## config.mk

```make
export PLATFORM = sky130hd
export DESIGN_NAME = camera_update_sequencer
export DESIGN_NICKNAME = d
export VERILOG_FILES = /design/src/rtl/camera_update_sequencer.sv
export SDC_FILE = /design/constraint.sdc
export NUM_CORES = 1
export LEC_CHECK = 0
export BUFFER_PORTS_ARGS = -buffer_cell sky130_fd_sc_hd__buf_4
export CORE_UTILIZATION = 25
export DETAILED_ROUTE_END_ITERATION = 8
export GPL_TIMING_DRIVEN = 0
export HOLD_SLACK_MARGIN = 0.15
export SETUP_SLACK_MARGIN = 0.1
export SLEW_MARGIN = 20
export SYNTH_ARGS = -nofsm -noshare
export SYNTH_HDL_FRONTEND = slang
export SYNTH_SLANG_ARGS = --single-unit
```

## constraint.sdc

```tcl
create_clock -name clk_in -period 1.76 [get_ports clk_in]
set_input_delay 0.176 -clock clk_in [delete_from_list [all_inputs] [get_ports clk_in]]
set_output_delay 0.176 -clock clk_in [all_outputs]
set_load 0.005 [all_outputs]
```

## src/rtl/camera_update_sequencer.sv

```systemverilog
// camera_update_sequencer
// Collects a nine-word camera basis (right, up, forward) into a shadow bank
// and copies it to the renderer-facing active bank only on a frame-start
// pulse. Because of this, the renderer never sees a half-updated basis.
module camera_update_sequencer #(
  parameter int WORD_W    = 32,
  parameter int NUM_WORDS = 9
) (
  input  logic                          clk_in,
  input  logic                          rst_n_in,
  input  logic                          new_frame_in,
  input  logic                          upd_valid_in,
  output logic                          upd_ready_out,
  input  logic [3:0]                    upd_idx_in,
  input  logic [WORD_W-1:0]             upd_data_in,
  input  logic                          upd_last_in,
  output logic [NUM_WORDS*WORD_W-1:0]   cam_out,
  output logic                          cam_valid_out,
  output logic                          commit_out,
  output logic                          pending_out,
  output logic                          err_out,
  output logic [7:0]                    frames_since_commit_out
);

  typedef enum logic [0:0] {
    ST_IDLE    = 1'b0,
    ST_PENDING = 1'b1
  } state_t;

  localparam logic [4:0] NUM_WORDS_U = 5'(NUM_WORDS);

  state_t                              state_q, state_d;
  logic [NUM_WORDS-1:0][WORD_W-1:0]    shadow_q, shadow_d;
  logic [NUM_WORDS-1:0][WORD_W-1:0]    active_q, active_d;
  logic [NUM_WORDS-1:0]                mask_q, mask_d;
  logic                                cam_valid_q, cam_valid_d;
  logic                                commit_q, commit_d;
  logic                                err_q, err_d;
  logic [7:0]                          frames_q, frames_d;

  // Helpers for the word currently on the update port.
  logic                                idx_ok;
  logic [NUM_WORDS-1:0]                wr_mask;
  logic [NUM_WORDS-1:0]                mask_with_word;

  assign idx_ok         = ({1'b0, upd_idx_in} < NUM_WORDS_U);
  assign wr_mask        = idx_ok ? (NUM_WORDS'(1) << upd_idx_in) : '0;
  assign mask_with_word = mask_q | wr_mask;

  // Next-state logic: word capture in IDLE, commit on the frame in PENDING.
  always_comb begin
    state_d     = state_q;
    shadow_d    = shadow_q;
    active_d    = active_q;
    mask_d      = mask_q;
    cam_valid_d = cam_valid_q;
    commit_d    = 1'b0;
    err_d       = 1'b0;
    frames_d    = frames_q;

    // Every frame pulse counts; a commit below overrides this with zero.
    if (new_frame_in) begin
      frames_d = (frames_q == 8'hFF) ? frames_q : frames_q + 8'd1;
    end

    case (state_q)
      ST_IDLE: begin
        if (upd_valid_in) begin
          if (idx_ok) begin
            shadow_d[upd_idx_in] = upd_data_in;
            mask_d               = mask_with_word;
          end else begin
            err_d = 1'b1;
          end
          // The set is judged on the mask even if this word itself was bad.
          if (upd_last_in) begin
            if (&mask_with_word) begin
              state_d = ST_PENDING;
            end else begin
              err_d  = 1'b1;
              mask_d = '0;
            end
          end
        end
      end
      ST_PENDING: begin
        if (new_frame_in) begin
          active_d    = shadow_q;
          commit_d    = 1'b1;
          cam_valid_d = 1'b1;
          mask_d      = '0;
          frames_d    = 8'd0;
          state_d     = ST_IDLE;
        end
      end
      default: state_d = ST_IDLE;
    endcase
  end

  // State and bank registers; reset wipes partial, pending and active sets.
  always_ff @(posedge clk_in or negedge rst_n_in) begin
    if (!rst_n_in) begin
      state_q     <= ST_IDLE;
      shadow_q    <= '0;
      active_q    <= '0;
      mask_q      <= '0;
      cam_valid_q <= 1'b0;
      commit_q    <= 1'b0;
      err_q       <= 1'b0;
      frames_q    <= 8'd0;
    end else begin
      state_q     <= state_d;
      shadow_q    <= shadow_d;
      active_q    <= active_d;
      mask_q      <= mask_d;
      cam_valid_q <= cam_valid_d;
      commit_q    <= commit_d;
      err_q       <= err_d;
      frames_q    <= frames_d;
    end
  end

  // Word i of the packed active bank lands at bits [i*WORD_W +: WORD_W].
  assign cam_out                 = active_q;
  assign upd_ready_out           = (state_q == ST_IDLE);
  assign pending_out             = (state_q == ST_PENDING);
  assign cam_valid_out           = cam_valid_q;
  assign commit_out              = commit_q;
  assign err_out                 = err_q;
  assign frames_since_commit_out = frames_q;

endmodule

```

==> impl_metrics.csv, run 1 <==
group,metric,value,unit
hold_path,min_path_type,"in2async",
synthesis,synth.yosys.warnings,0,
cts,clock_tree_buf_depth,3,
sta,worst_clock_skew,37.3,ps
sta,fin_setup_tns,-2310,ps
critical_path,critPathBufInv,4,
critical_path,cpLargestDelayFamily,"buffers and inverters",
layout,design_area,31700,um2
cts,cts_htree_levels,3,
critical_path,timing.critical_path.cells,"buf_6 -> inv_6 -> nand2_8 -> nor3_4 -> buf_6 -> nand2_8 -> buf_12 -> mux2_2",
critical_path,worstReg2RegStart,"pending_out",
cts,clk_pin_slew_worst_paths,60,ps
route,via_per_inst,4.35,
synthesis,synth.top_cell.area_share,66.2,%
critical_path,critPathKind,"reg2reg",
critical_path,cp-start-kind,"flip-flop",
critical_path,crit_path_top_delay_cell,"dfrtp_1",
grt,grt_pass1_vias,16200,
status,violations,"negative setup slack",
floorplanning,floorplan.die.width,302,um
route,drt_wl_total,78200,um
sta,report.final.hold_viol_count,0,
floorplanning,die_area,91500,um2
synthesis,synthesis.instances,1960,
route,first_iter_violations,879,
floorplanning,chipHeight,302,um
grt,wire_length_of_the_first_global_routing_pass,110000,um
power,power_leakage,0.0163,uW
layout,final_nets,2526,
sta,finalCritPeriodShare,104,%
synthesis,yosys.area.top_type,"dfrtp_1",
placement,dpl.hpwl,51300,um
sta,worstMarginPinSlew,770,ps
synthesis,mappedNetlistArea,22600,um2
power,p_int,26200,uW
synthesis,post_syn_nets,2002,
critical_path,startpoint,"pending_out",
layout,layout-area-overhead-vs-synth,40.5,%
grt,number_of_antenna_violations_at_the_first_check_in_global_routing,0,
sta,slew_headroom,48.5,%
cts,tritoncts_clock_tree,"done",
layout,post_layout_nonfiller_instances,3699,
synthesis,synth.ff_latch_count,597,
layout,n_fill_cell,8787,
placement,placedInstanceArea,26800,um2
synthesis,synth_top_cells_by_area,"dfrtp_1 (66%), nand2_1 (15%), mux2_2 (14%)",
critical_path,slowest_delay,400,ps
placement,post-place-cells,3470,
power,irDropWorstVdd,0.640,mV
cts,worst_skew_pair_later_pin_latency,630,ps
cts,root_buffer,"clkbuf_16",
power,share_seq_of_total_power,47.6,%
synthesis,synth.avg_cell_area,11.5,um2
sta,worst_hold_slack,11.1,ps
layout,num_antenna_cells,0,
floorplanning,std_cell_rows,109,
status,outcome,"complete, but fails checks",
critical_path,setup_crit_end_kind,"flip-flop",
grt,gr-usage-all-layers,16.5,%
route,ant_nets,0,
route,avgRoutedWirePerCell,21.1,um
power,switching_share,24.1,%
critical_path,maximum_fanout_along_the_worst_path,7,
cts,cts_sinks,597,
route,route.detailed.drc,0,
floorplanning,core_region_area,88900,um2
power,netSwitchingPower,8300,uW
sta,setup_viol,71,
job,cap_violations,0,
power,pwr-share-comb,9.8,%
synthesis,number_of_distinct_library_cell_variants_in_the_gate_level_netlist_after_synthesis,44,
grt,grt.overflow.total,0,
floorplanning,start_util,25.4,%
synthesis,synth.yosys.seq_area_share,66.2,%
sta,rsz0062_at_grt,"yes",
critical_path,cp.required,2250,ps
grt,grt_start_max_net_pins,93,
sta,setup_ws,-67.9,ps
route,drt_pre_antenna_iters,5,
placement,place.gp.congestion,0.777,
sta,max_freq,547,MHz
power,power.share.clock,42.7,%
critical_path,critical_path_arrival,2310,ps
cts,cts_buf_count,71,
floorplanning,boundaryPins,342,
power,power.density,1090,nW/um2
route,detailroute.via_count,16100,
placement,io_buffer_count,338,
sta,final_period_minus_worst_setup_slack,1830,ps
sta,final_max_slew_viol_count,0,
layout,final_layout_size_suffix_gt1_share,36.8,%
[placed cells by master (no fill, tap or decap), drive strengths merged]
| master | n |
|---|---|
| a211o | 2 |
| a21boi | 1 |
| a21o | 1 |
| a21oi | 7 |
| a22o | 1 |
| a22oi | 6 |
| a31oi | 3 |
| a41oi | 1 |
| and2 | 1 |
| and2b | 2 |
| and3 | 1 |
| buf | 463 |
| bufinv | 3 |
| clkbuf | 147 |
| clkinv | 11 |
| clkinvlp | 7 |
| dfrtp | 597 |
| dlygate4sd3 | 41 |
| ha | 1 |
| inv | 10 |
| mux2 | 290 |
| mux2i | 2 |
| nand2 | 886 |
| nand2b | 1 |
| nand3 | 5 |
| nand3b | 4 |
| nand4 | 4 |
| nor2 | 6 |
| nor2b | 5 |
| nor3 | 3 |
| nor3b | 1 |
| nor4 | 1 |
| o21a | 2 |
| o21ai | 9 |
| o22ai | 6 |
| o32ai | 1 |
| xnor2 | 2 |
[synth_stat cells]
master and number:
nand2_1 885, dfrtp_1 597, mux2_2 273, clkbuf_1 55
buf_2 33, mux2_1 17, inv_1 9, o21ai_0 8
a21oi_1 7, nor2_1 6, o22ai_1 6, a22oi_1 5
nand3_1 5, nor2b_1 5, buf_4 4, buf_6 4
nand3b_1 4, nand4_1 4, a211o_1 2, a31oi_1 2
and2b_1 2, mux2i_1 2, nor3_1 2, o21a_1 2
xnor2_1 2, a21boi_1 1, a21o_1 1, a22o_1 1
a22oi_2 1, a31oi_2 1, a41oi_1 1, and2_4 1
and3_1 1, buf_1 1, clkbuf_2 1, ha_1 1
inv_2 1, nand2_2 1, nand2b_1 1, nor3_4 1
nor3b_1 1, nor4_4 1, o21ai_1 1, o32ai_1 1
[registers in the layout, summed over array words and instances (netlist names), named ones only]
signal,cells
shadow_q,288
cam_out,288
commit_out,1
cam_valid_out,1
pending_out,1
mask_q,9
err_out,1
[worst paths after layout]
path / to / slack, ps / cells past startpoint
setup reg to reg: shadow_q[13] / -70 / 8
hold reg to reg: cam_out[164] / 430 / 2
setup / recovery: shadow_q[13] / -70 / 8
max in group asynchronous: cam_out[113] / 460 / 9
min in group clk_in: err_out / 150 / 4
hold / removal: cam_out[94] / 10 / 7
[per-layer routing]
| layer | track usage, % | up-vias | routed length (um) |
|---|---|---|---|
| met1 | 21.9 | 8231 | 35200 |
| met5 | 0 | - | 0 |
| met3 | 3.96 | 99 | 4430 |
| met4 | 4.97 | 0 | 1810 |
| li1 | - | 7365 | - |
| met2 | 26.5 | 390 | 36800 |
[through the flow]
step	utilization, %	total power, uW	setup slack, ps
global route	35.7	36000	-115
detailed placement	30.1	19500	-1360
floorplan	-	18200	31.4
CTS	34.5	34700	-40.9
finish	35.7	34500	-67.9
global placement	29.9	19300	-6410
[power groups by stage]
stage          Combinational, uW  Sequential [uW]  Clock [uW]
6_report                    3370            16400       14700
3_5_place_dp                2920            16600           0
4_1_cts                     3230            16400       15100
3_3_place_gp                2760            16500           0
5_1_grt                     3710            16600       15700
2_1_floorplan               1860            16400           0
[tightest hold or removal path, delay by kind of cell]
| family | cells | cell delay (ps) |
|---|---|---|
| buffers and inverters | 7 | 880 |
[logic make-up after synthesis]
family                   Yosys count  share of synthesized area, %
XOR/XNOR                           2                        0.0776
AO/OA/AOI/OAI                     40                          1.18
AND/OR/NAND/NOR                  920                          15.7
multiplexers                     292                          14.6
adder cells (fa/ha/maj)            1                        0.0554
buffers and inverters            108                          2.18
flip-flops                       597                          66.2
[repair_timing]
| action | CTS | global route |
|---|---|---|
| hold buffers | 47 | 2 |
| cloned | 3 | 18 |
| buffers inserted | 19 | 17 |
| pin swaps | 5 | 9 |
| setup endpoints to repair | 589 | 570 |
| endpoints found under the hold margin | 564 | 89 |
| resized for setup | 246 | 141 |
[area by class of cell]
cell class              instances  area [um2]  area share (%)
well taps                    1165        1460            4.60
multi-input cells            1255        7460            23.5
repair buffers                451        4170            13.2
clock inverters                21         259           0.817
flip-flops and latches        597       14900            47.1
clock buffers                 102        2080            6.57
plain buffers                  98        1290            4.07
inverters                      10        46.3           0.146
Note: power is estimated with default switching activity, not from simulation.
==> inputs of run 2 (changes only) <==
Settings changed: CORE_UTILIZATION 25 to 40.
==> run 2 against run 1 <==
Effect of this change:
- the run ends with negative hold slack, negative setup slack left
- fmax down 1.1%
- register-to-register slack worse by 20 ps
- die area down 37%
- global-route usage up 7.0 points
- sequential share of layout area up 2.5 points
==> impl_metrics.csv, run 2 (same netlist as run 1, synthesis figures left out) <==
group,metric,value,unit
status,outcome,"complete, but fails checks",
status,violations,"negative hold slack, negative setup slack",
layout,layout.area.seq,14900,um2
power,power_leakage,0.0159,uW
sta,max_freq,541,MHz
placement,dpl.hpwl,44400,um
floorplanning,start_util,40.7,%
power,share_seq_of_total_power,51.0,%
sta,setup_ws,-88.7,ps
layout,layout_commonest_cell,"nand2_1",
critical_path,cp-start-kind,"flip-flop",
critical_path,cp.required,2260,ps
cts,cts_htree_levels,2,
job,cap_violations,0,
layout,final_layout_size_suffix_gt1_share,35.3,%
power,pwr-share-comb,10.2,%
sta,worstMarginPinSlew,836,ps
sta,finalCritPeriodShare,105,%
power,power.density,1070,nW/um2
floorplanning,std_cell_rows,86,
cts,tritoncts_clock_tree,"done",
critical_path,critPathBufInv,3,
floorplanning,floorplan.die.width,240,um
floorplanning,boundaryPins,342,
power,switching_share,23.7,%
cts,worst_skew_pair_later_pin_latency,620,ps
power,netSwitchingPower,7640,uW
critical_path,r2r_setup_slack,-90,ps
route,via_per_inst,4.89,
floorplanning,chipHeight,240,um
route,first_iter_violations,934,
placement,pre_cts_ws,-1340,ps
sta,worst_clock_skew,20.4,ps
sta,final_max_slew_viol_count,0,
grt,grt_pass1_vias,16100,
cts,cts_sinks,597,
route,detailroute.via_count,15900,
floorplanning,die_area,57400,um2
route,avgRoutedWirePerCell,20.7,um
hold_path,min_path_type,"in2async",
grt,grt.overflow.total,0,
grt,gr-usage-all-layers,23.5,%
critical_path,crit_path_top_delay_cell,"dfrtp_1",
placement,place.gp.congestion,0.801,
sta,report.final.hold_viol_count,147,
critical_path,r2r.worst_path.cells,7,
critical_path,critPathKind,"reg2reg",
sta,slew_headroom,44.2,%
layout,n_fill_cell,4739,
layout,num_antenna_cells,0,
cts,post_cts_hold_buffer_count,44,
critical_path,maximum_fanout_along_the_worst_path,10,
grt,wire_length_of_the_first_global_routing_pass,99900,um
grt,number_of_antenna_violations_at_the_first_check_in_global_routing,0,
layout,final_nets,2496,
sta,worst_hold_slack,-498,ps
critical_path,cpLargestDelayFamily,"simple AND/OR/NAND/NOR gates",
sta,rsz0062_at_grt,"yes",
layout,multiInputGateArea,7480,um2
route,drt_pre_antenna_iters,5,
sta,setup_viol,158,
cts,root_buffer,"clkbuf_16",
critical_path,cpMostUsedCell,"buf_12",
route,drt_wl_total,67300,um
layout,layout-area-overhead-vs-synth,33.4,%
power,irDropWorstVdd,0.839,mV
sta,final_period_minus_worst_setup_slack,1850,ps
grt,grt_start_max_net_pins,100,
power,power.share.clock,38.9,%
power,p_int,24600,uW
cts,cts_buf_count,60,
layout,layout_common_cells,"nand2_1 (879), dfrtp_1 (596), buf_4 (373), mux2_2 (235), clkbuf_16 (67)",
placement,io_buffer_count,338,
floorplanning,core_region_area,55400,um2
cts,clock_tree_buf_depth,3,
critical_path,setup_crit_end_kind,"flip-flop",
cts,clk_pin_slew_worst_paths,60,ps
critical_path,slowest_delay,390,ps
route,ant_nets,0,
critical_path,critical_path_arrival,2350,ps
critical_path,wp_depth,7,
critical_path,timing.critical_path.cells,"buf_6 -> nor2b_4 -> and2_4 -> and2b_1 -> buf_12 -> buf_12 -> mux2_2",
route,route.detailed.drc,0,
run 2: cell type report:
type                    count  share of cell area (%)
flip-flops and latches    597                    49.6
multi-input cells        1256                    24.8
repair buffers            431                    12.4
clock buffers              89                    5.82
plain buffers              98                    3.47
well taps                 748                    3.11
clock inverters            20                   0.553
inverters                  10                   0.150
run 2: what timing repair did:
action | CTS | global route
setup buffers | 17 | 17
resized for setup | 216 | 103
cloned | 6 | 6
setup endpoints to repair | 587 | 551
endpoints found under the hold margin | 561 | 254
pin swaps | 3 | 6
run 2: power groups by stage:
stage / clock network, uW / logic (uW) / registers (uW)
after floorplan: 0 / 1860 / 16400
after global placement: 0 / 2710 / 16500
after detailed placement: 0 / 2890 / 16600
after CTS: 12800 / 3150 / 16400
after global routing: 13400 / 3600 / 16600
final: 12500 / 3280 / 16400
run 2: per-layer routing:
layer  track usage (%)  share of wire [%]  vias up
met5                 0                  0        -
met4              7.42                2.8        0
met3              5.47                5.7       98
met2              38.1                 47      387
met1              31.1                 44     8074
li1                  -                  -     7317
run 2: worst paths after layout:
kind / endpoint / from
max: shadow_q[234] / pending_out
min: shadow_q[266] / rst_n_in
max reg2reg: shadow_q[234] / pending_out
min reg2reg: cam_out[130] / shadow_q[130]
max in group asynchronous: shadow_q[280] / rst_n_in
min in group clk_in: mask_q[8] / upd_idx_in[2]
run 2: through the flow:
step                instance area, um2  total power [uW]  setup TNS, ps  cells  util (%)
detailed placement               26200             19500        -329320   3052      47.4
finish                           30100             32200          -5090   3249      54.3
global placement                 26100             19200       -3745370   3046      47.0
global route                     30100             33600         -13610   3249      54.3
CTS                              29600             32400          -1760   3228      53.4
floorplan                        22600             18200              0   1960         -
==> inputs of run 3 (changes only) <==
Settings changed: BUFFER_PORTS_ARGS -buffer_cell sky130_fd_sc_hd__buf_4 to -buffer_cell sky130_fd_sc_hd__clkbuf_2.
==> run 3 against run 2 <==
Effect of this change:
- the run ends with negative setup slack left
- power grew 1.7%
- critical path depth unchanged
- clock skew grew 5.0 ps
- sequential share of layout area grew 0.62 points
- die area is the same
- flip-flop and latch count is the same
- first-iteration DRC count is 0.64% lower
- clock power rose by 4%
- count of clock-buffer cells in the layout increased by 2
- combinational power increased by 2%
- cell count up 0.34%
- highest routed layer unchanged
==> impl_metrics.csv, run 3 (same netlist as run 1, synthesis figures left out) <==
group,metric,value,unit
cts,clock_tree_buf_depth,3,
layout,final_nets,2511,
grt,gr-usage-all-layers,23.3,%
sta,rsz0062_at_grt,"yes",
layout,post_layout_nonfiller_instances,3260,
route,route.detailed.drc,0,
power,power.share.clock,39.7,%
power,switching_share,23.1,%
critical_path,critPathKind,"reg2reg",
floorplanning,start_util,40.7,%
sta,setup_ws,-54.4,ps
sta,final_max_slew_viol_count,0,
cts,cts_sinks,597,
cts,root_buffer,"clkbuf_16",
grt,wire_length_of_the_first_global_routing_pass,99000,um
floorplanning,die_area,57400,um2
power,share_seq_of_total_power,50.1,%
sta,finalCritPeriodShare,103,%
grt,global_routing_usage_on_met2,38.1,%
floorplanning,std_cell_rows,86,
cts,cts_htree_levels,2,
cts,cts_buf_count,61,
floorplanning,floorplan.die.width,240,um
grt,grt_start_max_net_pins,94,
critical_path,setup_crit_end_kind,"flip-flop",
layout,num_antenna_cells,0,
layout,layout_common_cells,"nand2_1 (879), dfrtp_1 (595), clkbuf_2 (351), mux2_2 (231), clkbuf_16 (73)",
placement,io_buffer_count,338,
layout,final_core_util,53.7,%
grt,grt.busiest_layer,"met2",
placement,pre_cts_ws,-1310,ps
layout,layout_commonest_cell,"nand2_1",
cts,tritoncts_clock_tree,"done",
route,avgRoutedWirePerCell,21.1,um
layout,layout-area-overhead-vs-synth,31.8,%
sta,slew_headroom,44.0,%
route,detailroute.via_count,16100,
sta,worst_hold_slack,21.8,ps
route,first_iter_violations,928,
job,cap_violations,0,
critical_path,cp.required,2250,ps
critical_path,maximum_fanout_along_the_worst_path,7,
grt,gr-usage-met3,4.99,%
layout,design_area,29700,um2
sta,setup_viol,80,
critical_path,critical_path_arrival,2310,ps
power,pwr-share-comb,10.1,%
hold_path,min_path_type,"in2async",
layout,final_layout_size_suffix_gt1_share,35.9,%
sta,worst_clock_skew,25.4,ps
sta,worstMarginPinSlew,839,ps
floorplanning,boundaryPins,342,
status,outcome,"complete, but fails checks",
sta,report.final.hold_viol_count,0,
placement,place.gp.congestion,0.805,
sta,max_freq,551,MHz
power,power_leakage,0.0159,uW
power,p_int,25200,uW
route,via_per_inst,4.95,
power,power.density,1100,nW/um2
grt,number_of_antenna_violations_at_the_first_check_in_global_routing,0,
placement,dpl.hpwl,44500,um
sta,final_period_minus_worst_setup_slack,1810,ps
grt,grt.overflow.total,0,
route,drt_pre_antenna_iters,9,
placement,post-place-cells,3053,
floorplanning,chipHeight,240,um
route,drt_wl_total,68700,um
power,irDropWorstVdd,0.730,mV
placement,placedInstanceArea,25400,um2
grt,gr-usage-met1,30.8,%
status,violations,"negative setup slack",
route,ant_nets,0,
floorplanning,core_region_area,55400,um2
grt,grt_pass1_vias,16100,
critical_path,cp-start-kind,"flip-flop",
cts,worst_skew_pair_later_pin_latency,630,ps
cts,clk_pin_slew_worst_paths,60,ps
power,netSwitchingPower,7580,uW
==> run 3: per-layer routing <==
layer	share of wire (%)	vias to the layer above
li1	-	7318
met1	43	8285
met2	48	427
met3	6.0	107
met4	2.9	0
met5	0	-
==> run 3: power by group through the flow <==
stage | sequential (uW) | clock, uW | combinational [uW]
floorplan | 16400 | 0 | 1860
global placement | 16600 | 0 | 2610
detailed placement | 16600 | 0 | 2790
CTS | 16400 | 13300 | 3120
global route | 16600 | 13800 | 3640
finish | 16400 | 13000 | 3330
==> run 3: worst paths after layout <==
path                                    start       endpoint  slack [ps]  cells past startpoint
worst max-delay path              pending_out  shadow_q[226]         -50                      7
worst min-delay path                 rst_n_in   shadow_q[43]          20                      7
worst max register to register    pending_out  shadow_q[226]         -50                      7
worst min register to register  shadow_q[275]   cam_out[275]         440                      2
max in group asynchronous            rst_n_in   cam_out[125]         440                     11
min in group clk_in             upd_idx_in[2]  shadow_q[127]         230                      4
==> run 3: timing repair <==
item | 4_1_cts | 5_1_grt
pin swaps | 4 | 9
cloned | 5 | 13
gates resized for setup | 227 | 118
setup endpoints to repair | 584 | 626
buffers inserted | 18 | 15
endpoints found under the hold margin | 511 | 114
hold buffers | 49 | 2
==> run 3: area by class of cell <==
type	count	area, um2
Sequential cell	597	14900
Fill cell	4763	25700
Tap cell	748	936
Multi-Input combinational cell	1256	7530
Clock buffer	91	1770
Buffer	98	1050
Timing Repair Buffer	445	3240
Clock inverter	15	233
Inverter	10	45.0
==> run 3: metrics by stage <==
stage                     setup TNS [ps]  total power (uW)
after floorplan                        0             18200
after CTS                          -1930             32800
final                              -1630             32800
after global placement          -8017880             19200
after global routing               -9600             34100
after detailed placement         -335400             19400
==> run 3: worst max-delay path: stages (launching register included) <==
cell,delay [ps]
dfrtp_1,390
buf_6,150
nor2b_4,140
and2_4,180
and2b_1,170
buf_12,180
clkbuf_16,180
mux2_4,300
